### config.mk
export PLATFORM = sky130hd
export DESIGN_NAME = imuldiv_mul_front
export DESIGN_NICKNAME = d
export VERILOG_FILES = /design/src/rtl/imuldiv_mul_front.sv
export SDC_FILE = /design/constraint.sdc
export NUM_CORES = 1
export LEC_CHECK = 0
export ABC_AREA = 1
export CORE_MARGIN = 5
export CORE_UTILIZATION = 31
export CTS_CLUSTER_DIAMETER = 80
export DETAILED_ROUTE_END_ITERATION = 6
export HOLD_SLACK_MARGIN = 0.15
export PLACE_DENSITY = 0.75
export RECOVER_POWER = 100
export SLEW_MARGIN = 20
export SYNTH_ARGS = -nofsm -noshare
export SYNTH_HDL_FRONTEND = slang
export SYNTH_SLANG_ARGS = --single-unit
### constraint.sdc
create_clock -name clk -period 1.3 [get_ports clk]
set_input_delay 0.195 -clock clk [delete_from_list [all_inputs] [get_ports clk]]
set_output_delay 0.195 -clock clk [all_outputs]
set_load 0.02 [all_outputs]
### src/rtl/imuldiv_mul_front.sv
// Front-end/writeback stage around the iterative multiplier: tracks {fn, tag} in order, selects the result word.
// Optional feature: IMULDIV_MUL_FRONT_ZERO_SHORTCUT_EN answers zero-operand requests without the multiplier.
module imuldiv_mul_front #(
   parameter int TAG_W = 4,
   parameter int DEPTH = 2
) (
   input  logic             clk,
   input  logic             reset,
   input  logic [31:0]      req_msg_a,
   input  logic [31:0]      req_msg_b,
   input  logic             req_msg_fn,
   input  logic [TAG_W-1:0] req_msg_tag,
   input  logic             req_val,
   output logic             req_rdy,
   output logic [31:0]      mulreq_msg_a,
   output logic [31:0]      mulreq_msg_b,
   output logic             mulreq_val,
   input  logic             mulreq_rdy,
   input  logic [63:0]      mulresp_msg_result,
   input  logic             mulresp_val,
   output logic             mulresp_rdy,
   output logic [31:0]      resp_msg_result,
   output logic [TAG_W-1:0] resp_msg_tag,
   output logic             resp_val,
   input  logic             resp_rdy
);

   localparam int PTR_W = $clog2(DEPTH);
   localparam int CNT_W = $clog2(DEPTH + 1);

   logic             r_fn  [DEPTH];
   logic [TAG_W-1:0] r_tag [DEPTH];
   logic [PTR_W-1:0] r_wr_ptr;
   logic [PTR_W-1:0] r_rd_ptr;
   logic [CNT_W-1:0] r_count;

   logic             r_resp_val;
   logic [31:0]      r_resp_result;
   logic [TAG_W-1:0] r_resp_tag;

   logic w_full;
   logic w_empty;
   logic w_out_free;
   logic w_zero_req;
   logic w_req_go;
   logic w_push;
   logic w_pop;

   assign w_full     = (r_count == CNT_W'(DEPTH));
   assign w_empty    = (r_count == '0);
   assign w_out_free = ~r_resp_val | resp_rdy;

`ifdef IMULDIV_MUL_FRONT_ZERO_SHORTCUT_EN
   // Only safe with nothing outstanding, so the shortcut result cannot overtake a product.
   assign w_zero_req = ((req_msg_a == '0) || (req_msg_b == '0)) && w_empty && w_out_free;
`else
   assign w_zero_req = 1'b0;
`endif

   assign mulreq_msg_a = req_msg_a;
   assign mulreq_msg_b = req_msg_b;
   assign mulreq_val   = req_val & ~w_full & ~w_zero_req;
   assign req_rdy      = w_zero_req | (mulreq_rdy & ~w_full);
   assign w_req_go     = req_val & req_rdy;
   assign w_push       = w_req_go & ~w_zero_req;

   assign mulresp_rdy  = ~w_empty & w_out_free;
   assign w_pop        = mulresp_val & mulresp_rdy;

   assign resp_val        = r_resp_val;
   assign resp_msg_result = r_resp_result;
   assign resp_msg_tag    = r_resp_tag;

   // NOTE: tracking storage has no reset; pointers and count alone decide which entries are live.
   always_ff @(posedge clk) begin
      if (w_push) begin
         r_fn[r_wr_ptr]  <= req_msg_fn;
         r_tag[r_wr_ptr] <= req_msg_tag;
      end
   end

   always_ff @(posedge clk) begin
      if (!reset) begin
         r_wr_ptr      <= '0;
         r_rd_ptr      <= '0;
         r_count       <= '0;
         r_resp_val    <= 1'b0;
         r_resp_result <= '0;
         r_resp_tag    <= '0;
      end else begin
         // DEPTH is a power of two, so pointer overflow is the modulo wrap.
         if (w_push) r_wr_ptr <= r_wr_ptr + PTR_W'(1);
         if (w_pop)  r_rd_ptr <= r_rd_ptr + PTR_W'(1);

         if (w_push && !w_pop)      r_count <= r_count + CNT_W'(1);
         else if (!w_push && w_pop) r_count <= r_count - CNT_W'(1);

         if (w_pop) begin
            r_resp_val    <= 1'b1;
            r_resp_result <= r_fn[r_rd_ptr] ? mulresp_msg_result[63:32] : mulresp_msg_result[31:0];
            r_resp_tag    <= r_tag[r_rd_ptr];
         end else if (w_req_go && w_zero_req) begin
            r_resp_val    <= 1'b1;
            r_resp_result <= '0;
            r_resp_tag    <= req_msg_tag;
         end else if (r_resp_val && resp_rdy) begin
            r_resp_val    <= 1'b0;
         end
      end
   end

endmodule

# Yosys cells after proc, flatten, opt, wreduce, memory -nomap -nowiden
# Memory sizes are Yosys's and may differ from the RTL's. A register that Yosys moved wholly into a read port is not among the register bits.
# Index checks and enable logic that the tools add are counted.
# Widths: inputs -> output; s select.
[word_totals]
ff_bits = 37
mem_bits_rw = 10
inputBits = 139
out_inout_bits = 104
elab_cells = 39
n_memories = 2
[memory_table]
columns = ["memory", "depth", "word_bits", "read_ports", "rd_clocked_by_memory_dff", "wr", "line", "text"]
rows = [
  ["r_tag", 2, 4, 1, 1, 1, "32", "logic [TAG_W-1:0] r_tag [DEPTH];"],
  ["r_fn", 2, 1, 1, 1, 1, "31", "logic r_fn [DEPTH];"],
]
[classes]
n_addsub = 4
n_eq_ne = 1
n_mux = 9
bitwise_logic = 9
reduce_logical = 9
[ops]
columns = ["cell", "count"]
rows = [
  ["$mux 32", 1],
  ["$mux 1", 6],
  ["$and 1x1->1", 5],
  ["$mux 2", 2],
  ["$reduce_bool 2->1", 2],
  ["$logic_and 1x1->1", 3],
  ["$logic_not 1->1", 3],
  ["$not 1->1", 3],
  ["$add 1x1->1 const B", 2],
  ["$add 2x1->2 const B", 1],
  ["$eq 2x2->1 const B", 1],
  ["$logic_not 2->1", 1],
  ["$sub 2x1->2 const B", 1],
  ["$or 1x1->1", 1],
]

# Longest topological paths before layout
[logic_depth]
word_depth = 8
ltp_mapped = 10

# Worst setup path after synthesis
# Ideal clock, no wire load.
[synth_path]
path_kind = "flip-flop to flip-flop"
start = "register r_resp_val, in the netlist resp_val"
end = "register r_count[1]"
setup_time_ps = 110
t_arrival_ps = 1431
required_ps = 1190
slack_ps = -241
stages_incl_launch_ff = 10
synth_period_minus_slack_ps = 1541
cell_sequence = "dfxtp_1 > nand2_1 > nand3_2 > buf_2 > ha_1 > or2_2 > nand3_1 > nand2_1 > inv_1 > nor2_1"
[synth_between]
elab_chain_len = 7
word_cells_on_any_way = 9
[synth_rtl]
columns = ["element", "line", "text"]
rows = [
  ["start, declared", "37", "logic r_resp_val;"],
  ["start signal, assigned", "87", "r_resp_val <= 1'b0;"],
  ["start signal, assigned", "99", "r_resp_val <= 1'b1;"],
  ["start signal, assigned", "103", "r_resp_val <= 1'b1;"],
  ["$not 1->1 *", "51", "assign w_out_free = ~r_resp_val | resp_rdy;"],
  ["$or 1x1->1 *", "51", ""],
  ["$and 1x1->1 *", "67", "assign mulresp_rdy = ~w_empty & w_out_free;"],
  ["$and 1x1->1 *", "68", "assign w_pop = mulresp_val & mulresp_rdy;"],
  ["$logic_not 1->1", "95", "if (w_push && !w_pop) r_count <= r_count + CNT_W'(1);"],
  ["$logic_and 1x1->1", "95", ""],
  ["$mux 2 / $reduce_bool 2->1 (equally long branches)", "n/a", ""],
  ["end signal, assigned", "95", ""],
  ["end signal, assigned", "96", "else if (!w_push && w_pop) r_count <= r_count - CNT_W'(1);"],
  ["end, declared", "35", "logic [CNT_W-1:0] r_count;"],
]
# Mark *: on every way between the ends. The rest lies on a longest branch, timed or not.
# A chain may end at the register's enable or synchronous reset.

# Worst setup path after layout
[layout_path]
start = "register r_count[1]"
end = "register r_count[1]"
[layout_between]
elab_chain_len = 7
word_cells_on_any_way = 17
[layout_rtl]
columns = ["element", "line"]
rows = [
  ["$eq 2x2->1 / $logic_not 2->1 (equally long branches)", "49, 50"],
  ["$not 1->1, on equally long branches", "63, 67"],
  ["$and 1x1->1, on equally long branches", "63, 67"],
  ["$and 1x1->1, on equally long branches", "64, 68"],
  ["$logic_not 1->1, on equally long branches", "96, 95"],
  ["$logic_and 1x1->1, on equally long branches", "96, 95"],
  ["$reduce_bool 2->1 (no line) / $mux 2 (equally long branches)", "n/a"],
]
# Parallel ways exist; a longest one is shown, timed or not. The select of a mux whose other input is x is not followed.

==> flow_summary_export.csv <==
group,metric,value,unit
floorplanning,fp.dieH,112.2,µm
cts,root_buffer,"clkbuf_8",
cts,cts.sinks,52,
job,cap_violations,0,
power_and_ir_drop,total_power,0.006049,W
sta,worst_slew_margin_rel,0.7698,
worst_hold_path,worstHoldStart,"resp_rdy",
yosys,yosysSeqAreaShare,0.3525,
detailed_routing,drt_iter0_drc,156,
critical_path,crit_arrival,1.59,ns
sta,tightest_slew,0.3449,ns
place,dp_hpwl,6.230,mm
floorplanning,pin_count,243,
layout,ff_latch_area,1144,µm²
cts,insertion_delay,0.31,ns
power_and_ir_drop,clock_power_share,0.166,
detailed_routing,postRouteWirelength,8.589,mm
place,dp.cells,684,
layout,fillers,1096,
cts,ctsLongestPathBuffers,2,
detailed_routing,via_count,2985,
sta,max_freq,733.9,MHz
yosys,synth.net_count,638,
global_route,grt_first_pass_wirelength,13.80,mm
detailed_routing,remaining_drc_errors,0,
power_and_ir_drop,vdd_drop_max,0.0005420,V
layout,antenna_cells,0,
power_and_ir_drop,swShare,0.3996,
sta,fin_ws,-0.06256,ns
worst_hold_path,worstHoldPathCells,4,
global_route,grt_use_total,0.1326,
floorplanning,die-area,12590,µm²
layout,finalNetCount,700,
power_and_ir_drop,seq_power_share,0.351,
global_route,gr-total-overflow,0,
yosys,synth_top_area_share,0.2598,
detailed_routing,wl_per_cell,12.32,µm
status,violations,"setup timing",
critical_path,rrSetupSlack,-0.06,ns
floorplanning,fp.coreArea,10280,µm²
sta,slew_violations,0,
sta,min_period,1.363,ns
status,status,"complete, but fails checks",
critical_path,startpoint_type,"register",
place,place_ws,-0.4224,ns
yosys,syn_inst,498,
power_and_ir_drop,p_leak,2.235,nW
cts,cts_tree,"yes",
critical_path,rr_worst_depth,10,
layout,multi_input_area,1252,µm²
yosys,netlist_area,3237,µm²
critical_path,rr_endpoint,"r_count[1]$_SDFFE_PN0P_",
sta,finalCritPeriodShare,1.048,
critical_path,timing.rr.start,"r_count[1]$_SDFFE_PN0P_",
sta,finalSetupViolCount,1,
layout,area_delta_synth_final,33.94,%
global_route,antenna_found_initial,0,
layout,instances_no_fill,697,
worst_hold_path,worstHoldPathType,"input port to register",
global_route,grt_max_degree,23,
yosys,yosys_warnings,0,
detailed_routing,drtPass1Iterations,4,
place,gp_congestion,0.7792,
place,io_buffers,114,
yosys,synth_seq_cells,52,
layout,most-common-layout-cells,"121 x nand2_1, 95 x nor2_1, 78 x inv_1",
yosys,yosysTopAreaCell,"dfxtp_1",
sta,hold_violations,0,
worst_hold_path,whs_endpoint,"resp_val$_SDFFE_PN0P_",
critical_path,critical_path_class,"register to register",
floorplanning,initial_core_util,0.3150,
sta,rsz0062_at_grt,"true",
global_route,grt_pass1_vias,2959,
critical_path,worst_setup_path_end_kind,"register",
layout,drive_above_1_share,0.1248,
cts,cts_made_buffers,5,
power_and_ir_drop,power.density,1395,nW/µm²
power_and_ir_drop,combPwrFrac,0.483,
detailed_routing,antenna_left,0,
detailed_routing,vias_per_cell,4.283,
cts,path_clk_slew,0.11,ns
floorplanning,row_count,37,
sta,skew,0.005836,ns
cts,cts_htree_levels,2,
yosys,synth.distinct_cells,22,
cts,cts_hold_buf,0,
yosys,synthTopCellsByArea,"dfxtp_1 26%, buf_4 15%, nand2_1 14%",
power_and_ir_drop,p_int,0.003632,W
power_and_ir_drop,p_sw,0.002417,W
layout,final_common_cell,"nand2_1",
critical_path,path_max_fanout,3,
yosys,syn_avg_cell_area,6.500,µm²
floorplanning,die_x,112.2,µm
critical_path,worstPathRequired,1.52,ns
power by group through the flow:
stage	registers (W)	clock network [W]	logic, W
finish	0.00212	0.00101	0.00292
detailed placement	0.00217	0	0.00289
global route	0.00217	0.00113	0.00325
global placement	0.00215	0	0.00283
CTS	0.00213	0.00106	0.00274
floorplan	0.00246	0	0.00173
registers in the layout, summed over array words and instances (netlist names), named ones only:
signal and cells:
resp_msg_result 32, resp_msg_tag 4, resp_val 1, r_fn 2
r_wr_ptr 1, r_tag 8, r_count 2, r_rd_ptr 1
critical path, cell delays in order, from the launching register on:
cell and delay (ns):
dfxtp_2 0.37, inv_2 0.06, nand2_4 0.06, buf_6 0.09, nand3_4 0.08, ha_4 0.17, or2_4 0.24, nand3_2 0.07
nand2_2 0.05, inv_1 0.05, nor2_1 0.04
kinds of logic after synthesis:
logic type      Yosys count  share of synthesized area
simple gates            268                     0.3409
fa+ha+maj                 1                   0.003865
flops                    52                     0.3525
compound gates           11                    0.01700
buf+inv                 166                     0.2857
through the flow:
step | utilization | setup TNS, ns | hold slack (ns) | instance area (µm²)
3_5_place_dp | 0.4048 | -15.08 | 0.3901 | 4160
3_3_place_gp | 0.4048 | -14.62 | 0.3901 | 4160
4_1_cts | 0.4102 | -0.06003 | 0.3901 | 4215
5_1_grt | 0.4218 | -3.008 | 0.2234 | 4335
2_1_floorplan | - | 0 | 0.2939 | 3281
6_report | 0.4218 | -0.06256 | 0.2161 | 4335
cell usage after synthesis:
master	number
clkbuf_1	3
inv_1	80
nand2_1	123
inv_2	2
nand3_1	34
nand2_2	5
or2_2	1
ha_1	1
buf_2	12
nand3_2	1
o21ai_1	1
buf_12	1
nor2_8	1
a21oi_1	9
buf_4	64
nand4_1	1
dfxtp_1	42
buf_6	4
nand2_4	2
nor2_1	100
edfxtp_1	10
o21ai_0	1
area by class of cell:
class,count,share of cell area
clock buffer,5,0.01587
multi-input combinational,280,0.2889
tap,136,0.03925
sequential,52,0.2638
inverter,82,0.07100
timing repair buffer,139,0.3146
clock inverter,3,0.006638
worst max path at each step:
stage	start	endpoint	slack (ns)	depth (start not counted)
after global placement	resp_rdy	mulresp_rdy	-0.45	6
after detailed placement	resp_rdy	mulresp_rdy	-0.42	6
after floorplan	r_count[1]$_SDFFE_PN0P_	r_count[1]$_SDFFE_PN0P_	0.01	10
after global routing	r_count[1]$_SDFFE_PN0P_	resp_msg_result[23]$_SDFFE_PN0P_	-0.12	9
after CTS	r_count[1]$_SDFFE_PN0P_	r_count[1]$_SDFFE_PN0P_	-0.06	10
final	r_count[1]$_SDFFE_PN0P_	r_count[1]$_SDFFE_PN0P_	-0.06	10
layer usage:
layer | part of all wire | global-route usage | up-vias
met2 | 0.48 | 0.2201 | 105
met3 | 0.076 | 0.04367 | 30
li1 | - | - | 1525
met1 | 0.41 | 0.1548 | 1325
met4 | 0.027 | 0.06170 | 0
met5 | 0 | 0 | -
timing repair:
item	4_1_cts	5_1_grt
hold endpoints to repair	0	0
buffers inserted	2	2
pin swaps	3	3
gates cloned	0	2
endpoints found under the setup margin	47	46
resized for setup	54	25
Power figures use the tool's default switching activity.
